[src/rtl/axi_dma_pkg.sv]
// Shared AXI encodings, page constants and FSM states
// for the DMA read path.
package axi_dma_pkg;

  localparam logic [1:0] AXI_BURST_INCR = 2'b01;
  localparam logic [3:0] AXI_CACHE_MOD  = 4'b0011;
  localparam logic [2:0] AXI_PROT_DEF   = 3'b000;

  localparam int unsigned PAGE_BYTES = 4096;
  localparam int unsigned PAGE_BITS  = 12;

  typedef enum logic [1:0] {
    ST_IDLE,
    ST_AR,
    ST_R
  } state_e;

endpackage

[src/rtl/axi_burst_splitter.sv]
// Burst sizing: clips a burst to the remaining beats,
// the max burst length and the next 4 KB page.
module axi_burst_splitter
  import axi_dma_pkg::*;
#(
  parameter int DATA_WIDTH = 64,
  parameter int ADDR_WIDTH = 32,
  parameter int MAX_BURST  = 16,
  parameter int LEN_WIDTH  = 16
) (
  input  logic [ADDR_WIDTH-1:0] addr,
  input  logic [LEN_WIDTH-1:0]  remaining,
  output logic [8:0]            beats,
  output logic [ADDR_WIDTH-1:0] next_addr,
  output logic [LEN_WIDTH-1:0]  next_remaining
);

  localparam int SZ = $clog2(DATA_WIDTH / 8);
  localparam int CW = (LEN_WIDTH > 13) ? LEN_WIDTH : 13;

  logic [CW-1:0] rem_w;
  logic [CW-1:0] page_w;
  logic [CW-1:0] max_w;
  logic [CW-1:0] min_w;
  logic [12:0]   page_left;

  // min of remaining, max burst and beats left in page
  always_comb begin
    page_left = 13'(PAGE_BYTES)
              - {1'b0, addr[PAGE_BITS-1:0]};
    rem_w  = CW'(remaining);
    page_w = CW'(page_left >> SZ);
    max_w  = CW'(MAX_BURST);
    min_w  = rem_w;
    if (page_w < min_w) min_w = page_w;
    if (max_w < min_w)  min_w = max_w;
    beats  = 9'(min_w);
    next_addr = addr
              + (ADDR_WIDTH'(beats) << SZ);
    next_remaining = remaining
                   - LEN_WIDTH'(beats);
  end

endmodule

[src/rtl/axi_burst_reader.sv]
// AXI4 read initiator: splits a command into INCR bursts
// and forwards R beats straight onto an AXI-Stream.
module axi_burst_reader
  import axi_dma_pkg::*;
#(
  parameter int DATA_WIDTH = 64,
  parameter int ADDR_WIDTH = 32,
  parameter int MAX_BURST  = 16,
  parameter int LEN_WIDTH  = 16
) (
  input  logic                  m_axi_aclk,
  input  logic                  m_axi_areset,
  input  logic                  cmd_valid,
  output logic                  cmd_ready,
  input  logic [ADDR_WIDTH-1:0] cmd_addr,
  input  logic [LEN_WIDTH-1:0]  cmd_beats,
  output logic [ADDR_WIDTH-1:0] m_axi_araddr,
  output logic [7:0]            m_axi_arlen,
  output logic [2:0]            m_axi_arsize,
  output logic [1:0]            m_axi_arburst,
  output logic [3:0]            m_axi_arcache,
  output logic [2:0]            m_axi_arprot,
  output logic                  m_axi_arvalid,
  input  logic                  m_axi_arready,
  input  logic [DATA_WIDTH-1:0] m_axi_rdata,
  input  logic [1:0]            m_axi_rresp,
  input  logic                  m_axi_rlast,
  input  logic                  m_axi_rvalid,
  output logic                  m_axi_rready,
  output logic [DATA_WIDTH-1:0] m_axis_tdata,
  output logic                  m_axis_tlast,
  output logic                  m_axis_tvalid,
  input  logic                  m_axis_tready,
  output logic                  done,
  output logic                  err
);

  localparam int BYTES = DATA_WIDTH / 8;
  localparam int SZ    = $clog2(BYTES);
  localparam logic [ADDR_WIDTH-1:0] ALIGN_MASK =
    ADDR_WIDTH'(BYTES - 1);

  state_e                state_q, state_d;
  logic [ADDR_WIDTH-1:0] addr_q, addr_d;
  logic [LEN_WIDTH-1:0]  rem_q, rem_d;
  logic [8:0]            beats_q, beats_d;
  logic [8:0]            cnt_q, cnt_d;
  logic                  err_q, err_d;
  logic                  done_q, done_d;

  logic [8:0]            sp_beats;
  logic [ADDR_WIDTH-1:0] sp_addr;
  logic [LEN_WIDTH-1:0]  sp_rem;
  logic                  in_r;
  logic                  r_fire;
  logic                  beat_last;

  axi_burst_splitter #(
    .DATA_WIDTH(DATA_WIDTH),
    .ADDR_WIDTH(ADDR_WIDTH),
    .MAX_BURST (MAX_BURST),
    .LEN_WIDTH (LEN_WIDTH)
  ) u_split (
    .addr          (addr_q),
    .remaining     (rem_q),
    .beats         (sp_beats),
    .next_addr     (sp_addr),
    .next_remaining(sp_rem)
  );

  assign in_r      = (state_q == ST_R);
  assign r_fire    = m_axi_rvalid & m_axi_rready;
  assign beat_last = (cnt_q == beats_q - 9'd1);

  // state and datapath registers
  always_ff @(posedge m_axi_aclk or posedge m_axi_areset) begin
    if (m_axi_areset) begin
      state_q <= ST_IDLE;
      addr_q  <= '0;
      rem_q   <= '0;
      beats_q <= '0;
      cnt_q   <= '0;
      err_q   <= 1'b0;
      done_q  <= 1'b0;
    end else begin
      state_q <= state_d;
      addr_q  <= addr_d;
      rem_q   <= rem_d;
      beats_q <= beats_d;
      cnt_q   <= cnt_d;
      err_q   <= err_d;
      done_q  <= done_d;
    end
  end

  // command accept, burst issue and beat tracking
  always_comb begin
    state_d = state_q;
    addr_d  = addr_q;
    rem_d   = rem_q;
    beats_d = beats_q;
    cnt_d   = cnt_q;
    err_d   = err_q;
    done_d  = 1'b0;
    unique case (state_q)
      ST_IDLE: begin
        if (cmd_valid) begin
          addr_d = cmd_addr & ~ALIGN_MASK;
          rem_d  = cmd_beats;
          err_d  = 1'b0;
          if (cmd_beats == '0) done_d = 1'b1;
          else state_d = ST_AR;
        end
      end
      ST_AR: begin
        if (m_axi_arready) begin
          state_d = ST_R;
          addr_d  = sp_addr;
          rem_d   = sp_rem;
          beats_d = sp_beats;
          cnt_d   = '0;
        end
      end
      ST_R: begin
        if (r_fire) begin
          cnt_d = cnt_q + 9'd1;
          if (m_axi_rresp != 2'b00 ||
              m_axi_rlast != beat_last)
            err_d = 1'b1;
          if (beat_last)
            state_d = (rem_q == '0) ? ST_IDLE : ST_AR;
        end
      end
      default: state_d = ST_IDLE;
    endcase
  end

  // AR payload and zero-latency R to stream passthrough
  always_comb begin
    cmd_ready     = (state_q == ST_IDLE);
    m_axi_arvalid = (state_q == ST_AR);
    m_axi_araddr  = addr_q;
    m_axi_arlen   = (state_q == ST_AR)
                  ? 8'(sp_beats - 9'd1) : 8'd0;
    m_axi_arsize  = 3'(SZ);
    m_axi_arburst = AXI_BURST_INCR;
    m_axi_arcache = AXI_CACHE_MOD;
    m_axi_arprot  = AXI_PROT_DEF;
    m_axi_rready  = m_axis_tready & in_r;
    m_axis_tvalid = m_axi_rvalid & in_r;
    m_axis_tdata  = m_axi_rdata;
    m_axis_tlast  = in_r & beat_last & (rem_q == '0);
    done          = done_q
                  | (in_r & r_fire & beat_last
                     & (rem_q == '0));
    err           = err_q;
  end

endmodule

[config.mk]
export PLATFORM = sky130hd
export DESIGN_NAME = axi_burst_reader
export DESIGN_NICKNAME = d
export VERILOG_FILES = /design/src/rtl/axi_dma_pkg.sv /design/src/rtl/axi_burst_splitter.sv /design/src/rtl/axi_burst_reader.sv
export SDC_FILE = /design/constraint.sdc
export NUM_CORES = 1
export LEC_CHECK = 0
export BUFFER_PORTS_ARGS = -buffer_cell sky130_fd_sc_hd__buf_2
export CORE_MARGIN = 3
export CORE_UTILIZATION = 35
export CTS_CLUSTER_DIAMETER = 40
export DETAILED_ROUTE_END_ITERATION = 6
export PLACE_DENSITY = 0.67
export SYNTH_ARGS = -nofsm -noshare
export SYNTH_HDL_FRONTEND = slang
export SYNTH_HIERARCHICAL = 1
export SYNTH_SLANG_ARGS = --single-unit
[constraint.sdc]
create_clock -name m_axi_aclk -period 6.15 [get_ports m_axi_aclk]
set_input_delay 0.3075 -clock m_axi_aclk [delete_from_list [all_inputs] [get_ports m_axi_aclk]]
set_output_delay 0.3075 -clock m_axi_aclk [all_outputs]
set_load 0.1 [all_outputs]
After elaboration in Yosys (flattened, before gate mapping)
Cells that the tools add are included.
{"block": "word_totals", "regBits": 70, "out_inout_bits": 123}
{"block": "op_classes", "eq_ne": 10, "n_addsub": 6, "reduce_logical": 13, "n_mux": 26, "bitwise": 9, "magnitude_cmp": 2}
{"op": "$mux W32", "n": 2}
{"op": "$pmux W32 S2", "n": 1}
{"op": "$mux W16", "n": 3}
{"op": "$add A32 B12 Y32", "n": 1}
{"op": "$logic_not A16 Y1", "n": 2}
{"op": "$pmux W16 S2", "n": 1}
{"op": "$mux W9", "n": 3}
{"op": "$pmux W9 S2", "n": 1}
{"op": "$lt A10 B16 Y1", "n": 1}
{"op": "$lt A5 B16 Y1 const A", "n": 1}
{"op": "$sub A16 B9 Y16", "n": 1}
{"op": "$sub A13 B12 Y13 const A", "n": 1}
{"op": "$mux W2", "n": 5}
{"op": "$add A9 B1 Y9 const B", "n": 1}
{"op": "$eq A9 B9 Y1", "n": 1}
{"op": "$sub A9 B1 Y9 const B", "n": 1}
{"op": "$and A1 B1 Y1", "n": 8}
{"op": "$mux W8", "n": 1}
{"op": "$ne A2 B1 Y1 const B", "n": 4}
{"op": "$reduce_bool A2 Y1", "n": 4}
{"op": "$sub A8 B1 Y8 const B", "n": 1}
{"op": "$mux W1", "n": 7}
{"op": "$pmux W2 S3", "n": 1}
{"op": "$reduce_and A3 Y1", "n": 2}
{"op": "other kinds (11)", "n": 12}

Longest topological paths before layout
Gate-level depths: netlist of run 1.
{"block": "logic_depth", "ltp_word": 8, "mapped_depth": 23}

Modules after synthesis
The synthesis of run 1 kept the hierarchy.
{"mod": "axi_burst_reader", "n_inst": 1, "area_per_inst_um2": 4327.9, "cells_per_inst": 483, "seq_area_each_um2": 1751.7}
{"mod": "axi_burst_splitter", "n_inst": 1, "area_per_inst_um2": 1935.6, "cells_per_inst": 266, "seq_area_each_um2": 0.0}

Least setup slack after synthesis of run 1
No wires, ideal clock.
{"block": "synth_timing", "path_type": "flip-flop to output port", "start": "register addr_q[1], in the netlist m_axi_araddr[1]", "end": "output m_axi_arlen[6]", "arrival_time_ps": 5200, "path_slack_ps": 642, "n_path_buf": 2, "stages_incl_launch_ff": 18, "required_ps": 5843, "cell_sequence": "dfrtp_1 or4_4 buf_6 nor3_4 nand2b_1 buf_6 nor2_1 xnor2_1 ha_1 nand2_1 o211a_1 a21oi_1 nand2_4 mux2_4 nor4_1 nand2_1 xor2_1 nor2_1"}
{"block": "synth_via", "elab_chain_cells": 7}
{"item": "from (decl)", "line": "axi_burst_reader.sv:44", "text": "logic [ADDR_WIDTH-1:0] addr_q, addr_d;"}
{"item": "from (signal assigned)", "line": "axi_burst_reader.sv:87", "text": "addr_q <= addr_d;"}
{"item": "$sub A13 B12 Y13 *", "line": "axi_burst_splitter.sv:30", "text": "- {1'b0, addr[PAGE_BITS-1:0]};"}
{"item": "$lt A10 B16 Y1", "line": "axi_burst_splitter.sv:35", "text": "if (page_w < min_w) min_w = page_w;"}
{"item": "$mux W16 *", "line": "axi_burst_splitter.sv:35"}
{"item": "$lt A5 B16 Y1", "line": "axi_burst_splitter.sv:36", "text": "if (max_w < min_w) min_w = max_w;"}
{"item": "$mux W9 *", "line": "axi_burst_splitter.sv:36"}
{"item": "net sp_beats[4]", "line": "axi_burst_reader.sv:51", "text": "logic [8:0] sp_beats;"}
{"item": "$sub A8 B1 Y8 *", "line": "axi_burst_reader.sv:144", "text": "? 8'(sp_beats - 9'd1) : 8'd0;"}
{"item": "$mux W8 *", "line": "axi_burst_reader.sv:144"}
{"item": "to (decl)", "line": "axi_burst_reader.sv:18", "text": "output logic [7:0] m_axi_arlen,"}
The timed path passes the listed nets; every way through them passes the cells marked *.

Worst setup path after layout of run 1
{"block": "layout_timing", "start": "register addr_q[1], in the netlist m_axi_araddr[1]", "end": "register rem_q[14]"}
{"block": "layout_via", "elab_chain_cells": 8}
{"item": "$sub A13 B12 Y13 *", "line": "axi_burst_splitter.sv:30"}
{"item": "$lt A10 B16 Y1", "line": "axi_burst_splitter.sv:35"}
{"item": "$mux W16 *", "line": "axi_burst_splitter.sv:35"}
{"item": "$lt A5 B16 Y1", "line": "axi_burst_splitter.sv:36"}
{"item": "$mux W9 *", "line": "axi_burst_splitter.sv:36"}
{"item": "net sp_beats[0]", "line": "axi_burst_reader.sv:51"}
{"item": "$sub A16 B9 Y16 *", "line": "axi_burst_splitter.sv:41", "text": "- LEN_WIDTH'(beats);"}
{"item": "net sp_rem[14]", "line": "axi_burst_reader.sv:53", "text": "logic [LEN_WIDTH-1:0] sp_rem;"}
{"item": "$mux W16 *", "line": "axi_burst_reader.sv:116", "text": "if (m_axi_arready) begin"}
{"item": "$pmux W16 S2 *", "line": "axi_burst_reader.sv:105", "text": "unique case (state_q)"}
{"item": "to (signal assigned)", "line": "axi_burst_reader.sv:88", "text": "rem_q <= rem_d;"}
{"item": "to (decl)", "line": "axi_burst_reader.sv:45", "text": "logic [LEN_WIDTH-1:0] rem_q, rem_d;"}
The timed path passes the listed nets; every way through them passes the cells marked *. The select of a mux whose other input is x is not followed.
A chain may end at the register's enable or synchronous reset.

==> flow_metrics.py, run 1 <==
metrics = {
    "run_status": {
        "outcome": "completed",
    },
    "worst_hold_path": {
        "hold_depth": 3,
        "min_path_type": "in2reg",
    },
    "floorplan": {
        "die_w_um": 140,
        "dieArea_um2": 19500,
        "die_h_um": 140,
        "pin_count": 244,
        "core_area_um2": 17400,
        "rows": 48,
        "start_util_pct": 36.0,
    },
    "route": {
        "drc": 0,
        "vias": 5008,
        "drt_iter0_drc": 217,
        "drtPass1Iterations": 4,
        "drt-total-wl_um": 14700,
        "wl_per_cell_um": 14.6,
        "viasPerCell": 4.97,
        "ant_nets": 0,
    },
    "place": {
        "pre_cts_ws_ps": 702,
        "gp_congestion": 0.837,
        "hpwl_um": 10700,
        "port_buffers": 100,
    },
    "clock_tree": {
        "cts_made_buffers": 9,
        "hold_buffers": 0,
        "cts_resized": 0,
        "clkSinkCount": 70,
        "cts.clk_slew.worst_paths_ps": 60,
        "clkLatencyLatePin_ps": 340,
        "htree_levels": 3,
        "cts_tree": "yes",
        "post-cts-setup-buffers": 0,
        "clockBufferDepth": 2,
        "ctsRootBufferMaster": "clkbuf_16",
    },
    "grt": {
        "grt_pass1_wl_um": 24100,
        "antenna_found_initial": 1,
        "grt_max_degree": 97,
        "first_global_vias": 4808,
        "grt_overflow_total": 0,
        "grt_usage_pct": 15.2,
    },
    "run": {
        "drv_cap": 0,
    },
    "timing": {
        "max_freq_mhz": 182,
        "fin_ws_ps": 666,
        "finalHoldViolCount": 0,
        "max_slew_margin_pct": 35.7,
        "tightest_slew_ps": 964,
        "clock_skew_ps": 5.11,
        "period_share_pct": 89.2,
        "maxSlewViolCount": 0,
        "finalSetupViolations": 0,
        "finalSetupTns_ps": 0,
        "fin_crit_ps": 5480,
        "rsz0062_at_grt": "no",
    },
    "setup_path": {
        "reg2reg_depth": 21,
        "crit_path_start_kind": "flop",
        "worstPathArrival_ps": 5680,
        "worst_path_max_delay_cell": "or4_4",
        "end_kind": "flop",
        "cp_num_buf_inv": 1,
        "crit_family": "simple AND/OR/NAND/NOR gates",
        "cp.required_ps": 6350,
        "max_stage_delay_ps": 610,
        "cp_num_cells": 21,
        "cp_max_fo": 9,
        "worstSetupPathType": "reg2reg",
        "crit_chain": "or4_4 > nor3_4 > nand2b_1 > nor4_4 > nor2_1 > ha_1 > a211oi_1 > o211a_1 > o211ai_1 > nand2_4 > mux2i_1 > ha_1 > inv_1 > fa_1 > a21oi_1 > o21ai_0 > o211ai_1 > nand2_1 > xnor2_1 > mux2i_1 > o21ai_1",
    },
    "logic_synthesis": {
        "yosys_warnings": 6,
        "yosysUniqueCellTypes": 60,
        "netlist.area_leader.share_pct": 28.0,
        "synthCells": 749,
        "syn_area_per_cell_um2": 8.36,
        "yosysTopAreaCell": "dfrtp_1",
        "ys_seq_area_share_pct": 28.0,
        "syn_area_um2": 6260,
        "yosys_most_used_dff": "dfrtp_1",
        "ys_top_cells_by_area": "dfrtp_1, buf_4, mux2i_1",
        "synth_enable_flop_cells": 0,
        "ys_async_sr_fraction_pct": 100,
        "ys_ff_latch": 70,
    },
    "power": {
        "power_density_nw_per_um2": 176,
        "vdd_drop_max_uv": 186,
        "leakage_nw": 3.11,
    },
    "layout": {
        "syn_to_final_growth_pct": 7.21,
        "layout_commonest_cell": "nand2_1",
        "drive_above_1_share_pct": 17.8,
        "fill_cells": 1783,
        "nets": 930,
        "final_cell_mix": "nand2_1, buf_2, dfrtp_1",
        "diodes": 0,
    },
}
final timing paths:
check / startpoint / endpoint / slack [ps]
setup / recovery: m_axi_araddr[1]$_DFFE_PP0P_ / rem_q[14]$_DFFE_PP0P_ / 670
hold / removal: cmd_addr[30] / m_axi_araddr[30]$_DFFE_PP0P_ / 230
setup reg to reg: m_axi_araddr[1]$_DFFE_PP0P_ / rem_q[14]$_DFFE_PP0P_ / 670
hold reg to reg: m_axi_araddr[31]$_DFFE_PP0P_ / m_axi_araddr[31]$_DFFE_PP0P_ / 530
max in group asynchronous: m_axi_areset / m_axi_araddr[19]$_DFFE_PP0P_ / 5260
min in group asynchronous: m_axi_areset / m_axi_araddr[5]$_DFFE_PP0P_ / 250
routing by layer:
| layer | GRT usage (%) | vias up | part of all wire (%) |
|---|---|---|---|
| met5 | 0 | - | 0.048 |
| met4 | 3.88 | 2 | 1.1 |
| met3 | 5.29 | 18 | 7.6 |
| met2 | 24.8 | 138 | 45 |
| met1 | 19.4 | 2324 | 46 |
| li1 | - | 2526 | - |
cells by family (layout without fill, tap and decap cells):
family,after synthesis,after routing,synth area share (%)
mux,56,56,9.27
other cells,4,24,0.240
compound gates,124,124,12.0
simple gates,264,264,21.0
fa+ha+maj,32,32,6.63
flops,70,70,28.0
xor+xnor,66,66,9.35
buf+inv,133,146,13.5
synthesized netlist by cell type (all sizes together), types with 4 or more instances:
master and n:
nand2 113, buf 96, dfrtp 70, o21ai 60, mux2i 52, nor2 51
xnor2 46, ha 30, inv 26, xor2 20, a21oi 18, nand3 13
nor3 13, nand4 12, clkbuf 11, nor4 11, o21a 9, nand2b 8
o211ai 7, and3 6, nand4b 6, or3 6, a211oi 5, nor2b 5
o31ai 5, a31oi 4, and2 4, conb 4, mux2 4
sequential cells by signal, indices dropped and copies added, names as in the netlist:
signal	flops
done_q	1
m_axi_araddr	32
err	1
cnt_q	9
beats_q	9
state_q	2
rem_q	16
tightest hold or removal path: stages:
cell     delay [ps]
buf_2            70
mux2i_1          50
o21ai_1         100
per-stage QoR:
| step | cell area, µm² | hold slack [ps] | cells | util (%) | power [mW] |
|---|---|---|---|---|---|
| after floorplan | 6340 | 436 | 769 | - | 0.816 |
| after CTS | 6720 | 217 | 1007 | 38.6 | 1.20 |
| after detailed placement | 6410 | 524 | 991 | 36.8 | 0.652 |
| after global routing | 6720 | 235 | 1007 | 38.6 | 1.24 |
| final | 6720 | 231 | 1007 | 38.6 | 1.18 |
| after global placement | 6410 | 515 | 991 | 36.8 | 0.650 |
where the power goes:
| part | internal, mW | switching [mW] | leakage, nW |
|---|---|---|---|
| logic | 0.0539 | 0.0920 | 2.00 |
| clock network | 0.334 | 0.205 | 0.152 |
| registers | 0.476 | 0.0226 | 0.960 |
| total | 0.864 | 0.320 | 3.11 |
final cells by class:
type,count,area (µm²),share of cell area [%]
Clock buffer,12,256,3.82
Tap cell,225,282,4.19
Sequential cell,70,1750,26.1
Multi-Input combinational cell,566,3750,55.9
Inverter,26,97.6,1.45
Clock inverter,4,45.0,0.671
Timing Repair Buffer,104,531,7.90
(Power assumes the default switching activity.)
==> run 2, diff against run 1 <==
--- a/config.mk
+++ b/config.mk
@@ -6,7 +6,7 @@
 export NUM_CORES = 1
 export LEC_CHECK = 0
 export BUFFER_PORTS_ARGS = -buffer_cell sky130_fd_sc_hd__buf_2
-export CORE_MARGIN = 3
+export CORE_MARGIN = 5
 export CORE_UTILIZATION = 35
 export CTS_CLUSTER_DIAMETER = 40
 export DETAILED_ROUTE_END_ITERATION = 6
==> run 2 against run 1 <==
Net effect: die area rose by 5.8%; via count rose by 1.1%; wire length rose by 3.5%; flip-flop and latch count did not move; count of clock-buffer cells in the layout fell by 3; worst hold slack got worse by 3.5 ps; sequential share of layout area barely moved; total power fell by 1.4%.
==> flow_metrics.py, run 2 (same netlist as run 1, synthesis figures left out) <==
metrics = {
    "layout": {
        "fin_area_um2": 6720,
        "fin_util_pct": 37.8,
        "diodes": 0,
        "syn_to_final_growth_pct": 7.23,
        "drive_above_1_share_pct": 18.0,
        "layout_commonest_cell": "nand2_1",
        "nets": 931,
        "final_cell_mix": "nand2_1, buf_2, dfrtp_1",
        "largest_reg_flops": 32,
    },
    "power": {
        "intPower_mw": 0.841,
        "vdd_drop_max_uv": 160,
        "leakage_nw": 3.10,
        "power_density_nw_per_um2": 174,
        "power_switching_mw": 0.326,
        "p_seq_share_pct": 42.6,
        "swShare_pct": 28.0,
        "clkPwrFrac_pct": 44.8,
        "pwr-share-comb_pct": 12.7,
    },
    "clock_tree": {
        "htree_levels": 3,
        "clockBufferDepth": 2,
        "post-cts-setup-buffers": 0,
        "clkSinkCount": 70,
        "cts_made_buffers": 9,
        "cts_resized": 0,
        "cts_tree": "yes",
        "hold_buffers": 0,
        "ctsRootBufferMaster": "clkbuf_16",
        "clkLatencyLatePin_ps": 340,
        "cts.clk_slew.worst_paths_ps": 60,
    },
    "grt": {
        "grt_use_met3_pct": 4.53,
        "first_global_vias": 4882,
        "met2_usage_pct": 24.5,
        "antenna_found_initial": 1,
        "met1_usage_pct": 18.7,
        "grt_max_degree": 97,
        "grt_usage_pct": 14.8,
        "grt_overflow_total": 0,
        "grt_busiest_layer": "met2",
        "grt_pass1_wl_um": 24600,
    },
    "setup_path": {
        "crit_path_start_kind": "flop",
        "worstPathArrival_ps": 5640,
        "cp.required_ps": 6340,
        "end_kind": "flop",
        "cp_max_fo": 9,
        "worstSetupPathType": "reg2reg",
    },
    "timing": {
        "finalSetupTns_ps": 0,
        "period_share_pct": 88.6,
        "max_freq_mhz": 183,
        "fin_crit_ps": 5450,
        "finalHoldViolCount": 0,
        "finalSetupViolations": 0,
        "tightest_slew_ps": 953,
        "rsz0062_at_grt": "no",
        "max_slew_margin_pct": 36.5,
        "clock_skew_ps": 10.8,
        "maxSlewViolCount": 0,
    },
    "worst_hold_path": {
        "min_path_type": "in2reg",
    },
    "floorplan": {
        "pin_count": 244,
        "die_h_um": 144,
        "die_w_um": 144,
        "dieArea_um2": 20700,
        "rows": 49,
        "core_area_um2": 17800,
        "start_util_pct": 35.2,
    },
    "route": {
        "vias": 5063,
        "viasPerCell": 5.00,
        "ant_nets": 0,
        "drtPass1Iterations": 4,
        "drc": 0,
        "drt_iter0_drc": 241,
        "wl_per_cell_um": 15.0,
        "drt-total-wl_um": 15200,
    },
    "place": {
        "gp_congestion": 0.811,
        "placed_area_um2": 6430,
        "port_buffers": 100,
        "hpwl_um": 11400,
    },
    "run_status": {
        "outcome": "completed",
    },
    "run": {
        "drv_cap": 0,
    },
}
## run 2: cell count changes in the layout (fill, tap and decap cells not counted), sizes merged
cell / before / now
clkinvlp: 0 / 2
clkinv: 3 / 4
clkbuf: 12 / 9
buf: 104 / 105
## run 2: cell type report
cell class	count	area [µm²]
clock buffer	9	225
clock inverter	7	65.1
fill	1863	11100
inverter	26	97.6
multi-input combinational	566	3750
sequential	70	1750
tap	229	287
timing repair buffer	105	538
## run 2: through the flow
step	hold WS (ps)	power [mW]	instances	setup WS, ps
6_report	228	1.17	1012	698
5_1_grt	226	1.22	1012	306
4_1_cts	214	1.19	1012	677
3_5_place_dp	530	0.654	996	708
3_3_place_gp	513	0.651	996	771
2_1_floorplan	436	0.816	769	642
## run 2: metal layers
metal,routed length [µm],part of all wire (%),vias to the layer above
met2,7100,47,139
li1,-,-,2532
met1,6910,45,2372
met3,960,6.3,18
met5,13,0.085,-
met4,233,1.5,2
## run 2: final timing paths
path,start,to,slack (ps),cells after the start
setup / recovery,m_axi_araddr[1]$_DFFE_PP0P_,m_axi_araddr[27]$_DFFE_PP0P_,700,19
hold / removal,cmd_addr[14],m_axi_araddr[14]$_DFFE_PP0P_,230,3
setup reg to reg,m_axi_araddr[1]$_DFFE_PP0P_,m_axi_araddr[27]$_DFFE_PP0P_,700,19
hold reg to reg,beats_q[8]$_DFFE_PP0P_,beats_q[8]$_DFFE_PP0P_,540,2
min in group asynchronous,m_axi_areset,m_axi_araddr[5]$_DFFE_PP0P_,260,3
max in group asynchronous,m_axi_areset,m_axi_araddr[28]$_DFFE_PP0P_,5280,3
## run 2: worst max-delay path: stages, from the launching register on
cell,delay [ps]
dfrtp_1,420
or4_4,610
nor3_4,180
nand2b_1,240
nor4_4,310
nor2_1,90
ha_1,200
a211oi_1,250
o211a_1,210
o211ai_1,130
nand2_4,180
mux2i_1,560
ha_1,400
a211o_1,320
a21oi_1,260
o21ai_1,250
and4bb_2,320
xor2_1,140
mux2i_1,140
o21ai_1,80
## run 2: power groups by stage
stage               Combinational, mW  Sequential [mW]  Clock (mW)
detailed placement              0.148            0.505           0
floorplan                       0.315            0.500           0
global placement                0.146            0.505           0
CTS                             0.149            0.497       0.539
global route                    0.163            0.500       0.558
finish                          0.148            0.497       0.522
==> run 3, diff against run 2 <==
--- a/config.mk
+++ b/config.mk
@@ -5,12 +5,12 @@
 export SDC_FILE = /design/constraint.sdc
 export NUM_CORES = 1
 export LEC_CHECK = 0
+export ABC_AREA = 1
 export BUFFER_PORTS_ARGS = -buffer_cell sky130_fd_sc_hd__buf_2
-export CORE_MARGIN = 5
 export CORE_UTILIZATION = 35
 export CTS_CLUSTER_DIAMETER = 40
 export DETAILED_ROUTE_END_ITERATION = 6
-export PLACE_DENSITY = 0.67
+export PLACE_DENSITY = 0.66
 export SYNTH_ARGS = -nofsm -noshare
 export SYNTH_HDL_FRONTEND = slang
 export SYNTH_HIERARCHICAL = 1
==> run 3 against run 2 <==
Net effect: synthesized cell count increased by 25%; sequential power grew 21%; flip-flop and latch count did not move; critical path type unchanged; largest power group is now combinational cells.
==> flow_metrics.py, run 3 <==
metrics = {
    "timing": {
        "max_slew_margin_pct": 29.5,
        "finalSetupTns_ps": 0,
        "max_freq_mhz": 180,
        "period_share_pct": 90.2,
        "fin_crit_ps": 5550,
        "clock_skew_ps": 7.47,
        "maxSlewViolCount": 0,
        "whs_ps": 213,
        "tightest_slew_ps": 1050,
        "finalSetupViolations": 0,
        "rsz0062_at_grt": "no",
        "finalHoldViolCount": 0,
    },
    "logic_synthesis": {
        "ys_async_sr_fraction_pct": 100,
        "netlist.area_leader.share_pct": 27.5,
        "yosysMostFrequentCell": "nand2_1",
        "yosysUniqueCellTypes": 43,
        "yosysTopAreaCell": "dfrtp_1",
        "synth_common_cells": "nand2_1, nor2_1, inv_1, buf_4, dfrtp_1",
        "synth_enable_flop_cells": 0,
        "synthCells": 934,
        "ys_top_cells_by_area": "dfrtp_1, nand2_1, buf_4",
        "ys_ff_latch": 70,
        "syn_area_per_cell_um2": 6.82,
        "yosys_most_used_dff": "dfrtp_1",
        "yosys_warnings": 6,
        "ys_seq_area_share_pct": 27.5,
        "syn_area_um2": 6370,
    },
    "floorplan": {
        "dieArea_um2": 18700,
        "pin_count": 244,
        "core_area_um2": 17500,
        "die_w_um": 137,
        "rows": 48,
        "start_util_pct": 36.3,
        "die_h_um": 137,
    },
    "power": {
        "pwr-share-comb_pct": 40.2,
        "leakage_nw": 3.62,
        "vdd_drop_max_uv": 201,
        "p_seq_share_pct": 31.4,
        "power_density_nw_per_um2": 278,
        "intPower_mw": 1.09,
        "power_switching_mw": 0.828,
        "swShare_pct": 43.2,
        "clkPwrFrac_pct": 28.4,
    },
    "setup_path": {
        "cp_max_fo": 7,
        "cp.required_ps": 6410,
        "worstSetupPathType": "reg2reg",
        "end_kind": "flop",
        "worst_path_max_delay_cell": "dfrtp_1",
        "crit_path_start_kind": "flop",
        "max_stage_delay_ps": 410,
        "worstPathArrival_ps": 5800,
    },
    "clock_tree": {
        "clkSinkCount": 70,
        "clkLatencyLatePin_ps": 340,
        "clockBufferDepth": 2,
        "cts.clk_slew.worst_paths_ps": 60,
        "cts_made_buffers": 9,
        "ctsRootBufferMaster": "clkbuf_16",
        "hold_buffers": 0,
        "cts_tree": "yes",
        "htree_levels": 3,
    },
    "grt": {
        "antenna_found_initial": 0,
        "grt_max_degree": 71,
        "first_global_vias": 5219,
        "grt_usage_pct": 17.5,
        "grt_pass1_wl_um": 25600,
        "grt_overflow_total": 0,
    },
    "route": {
        "viasPerCell": 4.74,
        "drt-total-wl_um": 15500,
        "drtPass1Iterations": 4,
        "ant_nets": 0,
        "drc": 0,
        "drt_iter0_drc": 263,
        "vias": 5678,
        "wl_per_cell_um": 12.9,
    },
    "place": {
        "port_buffers": 100,
        "gp_congestion": 0.874,
        "hpwl_um": 11600,
    },
    "layout": {
        "largest_reg_flops": 32,
        "nets": 1121,
        "final_cell_mix": "nand2_1, nor2_1, buf_2",
        "syn_to_final_growth_pct": 8.21,
        "diodes": 0,
        "layout_commonest_cell": "nand2_1",
        "drive_above_1_share_pct": 17.2,
        "fill_cells": 1851,
    },
    "worst_hold_path": {
        "min_path_type": "in2reg",
    },
    "run_status": {
        "outcome": "completed",
    },
    "run": {
        "drv_cap": 0,
    },
}
run 3: changes by cell type in the layout (fill, tap and decap cells not counted), moves of 31 or more:
| cell | before | now |
|---|---|---|
| a31oi_1 | 4 | 46 |
| inv_1 | 24 | 92 |
| mux2i_1 | 52 | 0 |
| nand2_1 | 112 | 245 |
| nand3_1 | 13 | 46 |
| nor2_1 | 51 | 110 |
| o21ai_1 | 47 | 2 |
| xnor2_1 | 46 | 15 |
run 3: cell type report:
class | count | area (µm²) | area share, %
clock buffer | 12 | 267 | 3.87
sequential | 70 | 1750 | 25.4
inverter | 101 | 379 | 5.50
timing repair buffer | 108 | 561 | 8.13
multi-input combinational | 678 | 3610 | 52.4
clock inverter | 3 | 42.5 | 0.617
tap | 225 | 282 | 4.08
run 3: power by group through the flow:
| stage | Sequential [mW] | Combinational (mW) | Clock [mW] |
|---|---|---|---|
| after global placement | 0.608 | 0.756 | 0 |
| after floorplan | 0.771 | 0.658 | 0 |
| after detailed placement | 0.609 | 0.766 | 0 |
| after CTS | 0.602 | 0.769 | 0.560 |
| after global routing | 0.615 | 0.858 | 0.581 |
| final | 0.602 | 0.772 | 0.546 |
run 3: per-stage QoR:
stage	std cells	power (mW)	utilization [%]	area, µm²	setup WS, ps
6_report	1197	1.92	39.3	6890	604
5_1_grt	1197	2.05	39.3	6890	24.2
4_1_cts	1195	1.93	39.2	6870	497
3_5_place_dp	1180	1.38	37.4	6560	534
3_3_place_gp	1180	1.36	37.4	6560	609
2_1_floorplan	954	1.43	-	6450	246
run 3: final timing paths:
| kind | from | to | slack, ps | cells after the start |
|---|---|---|---|---|
| setup reg to reg | m_axi_araddr[1]$_DFFE_PP0P_ | m_axi_araddr[31]$_DFFE_PP0P_ | 600 | 38 |
| setup / recovery | m_axi_araddr[1]$_DFFE_PP0P_ | m_axi_araddr[31]$_DFFE_PP0P_ | 600 | 38 |
| max in group asynchronous | m_axi_areset | m_axi_araddr[6]$_DFFE_PP0P_ | 5300 | 3 |
| min in group asynchronous | m_axi_areset | cnt_q[0]$_DFFE_PP0P_ | 260 | 3 |
| hold / removal | m_axi_arready | state_q[0]$_DFFE_PP0P_ | 210 | 2 |
| hold reg to reg | err$_DFFE_PP0P_ | err$_DFFE_PP0P_ | 470 | 2 |
run 3: repair_timing:
item                                    in CTS  in global routing
endpoints found under the setup margin       0                  6
buffers inserted                             0                  2
gates resized for setup                      0                  2
run 3: metal layers:
| metal | up-vias | track usage [%] | share of wire (%) | wire [µm] |
|---|---|---|---|---|
| met4 | 0 | 4.09 | 0.87 | 135 |
| met2 | 149 | 28.7 | 46 | 7070 |
| met1 | 2562 | 22.9 | 48 | 7360 |
| met5 | - | 0 | 0 | 0 |
| met3 | 11 | 4.37 | 6.0 | 928 |
| li1 | 2956 | - | - | - |
run 3: critical path, delay by kind of cell (launching register included):
kind,cells,cell delay [ps]
AOI/OAI and AO/OA,4,680
xor gates and xnor gates,2,350
adders and majority gates,2,640
buffers and inverters,5,390
DFF,1,410
and+or+nand+nor,25,2990
run 3: logic make-up (layout without fill, tap and decap cells):
family / count (synthesis) / count (layout) / share of synthesized area [%]
and+or+nand+nor: 469 / 469 / 32.2
buffers and inverters: 206 / 224 / 17.2
AOI/OAI and AO/OA: 106 / 106 / 9.92
DFF: 70 / 70 / 27.5
xor gates and xnor gates: 47 / 47 / 6.46
adders and majority gates: 32 / 32 / 6.52
other: 4 / 24 / 0.236
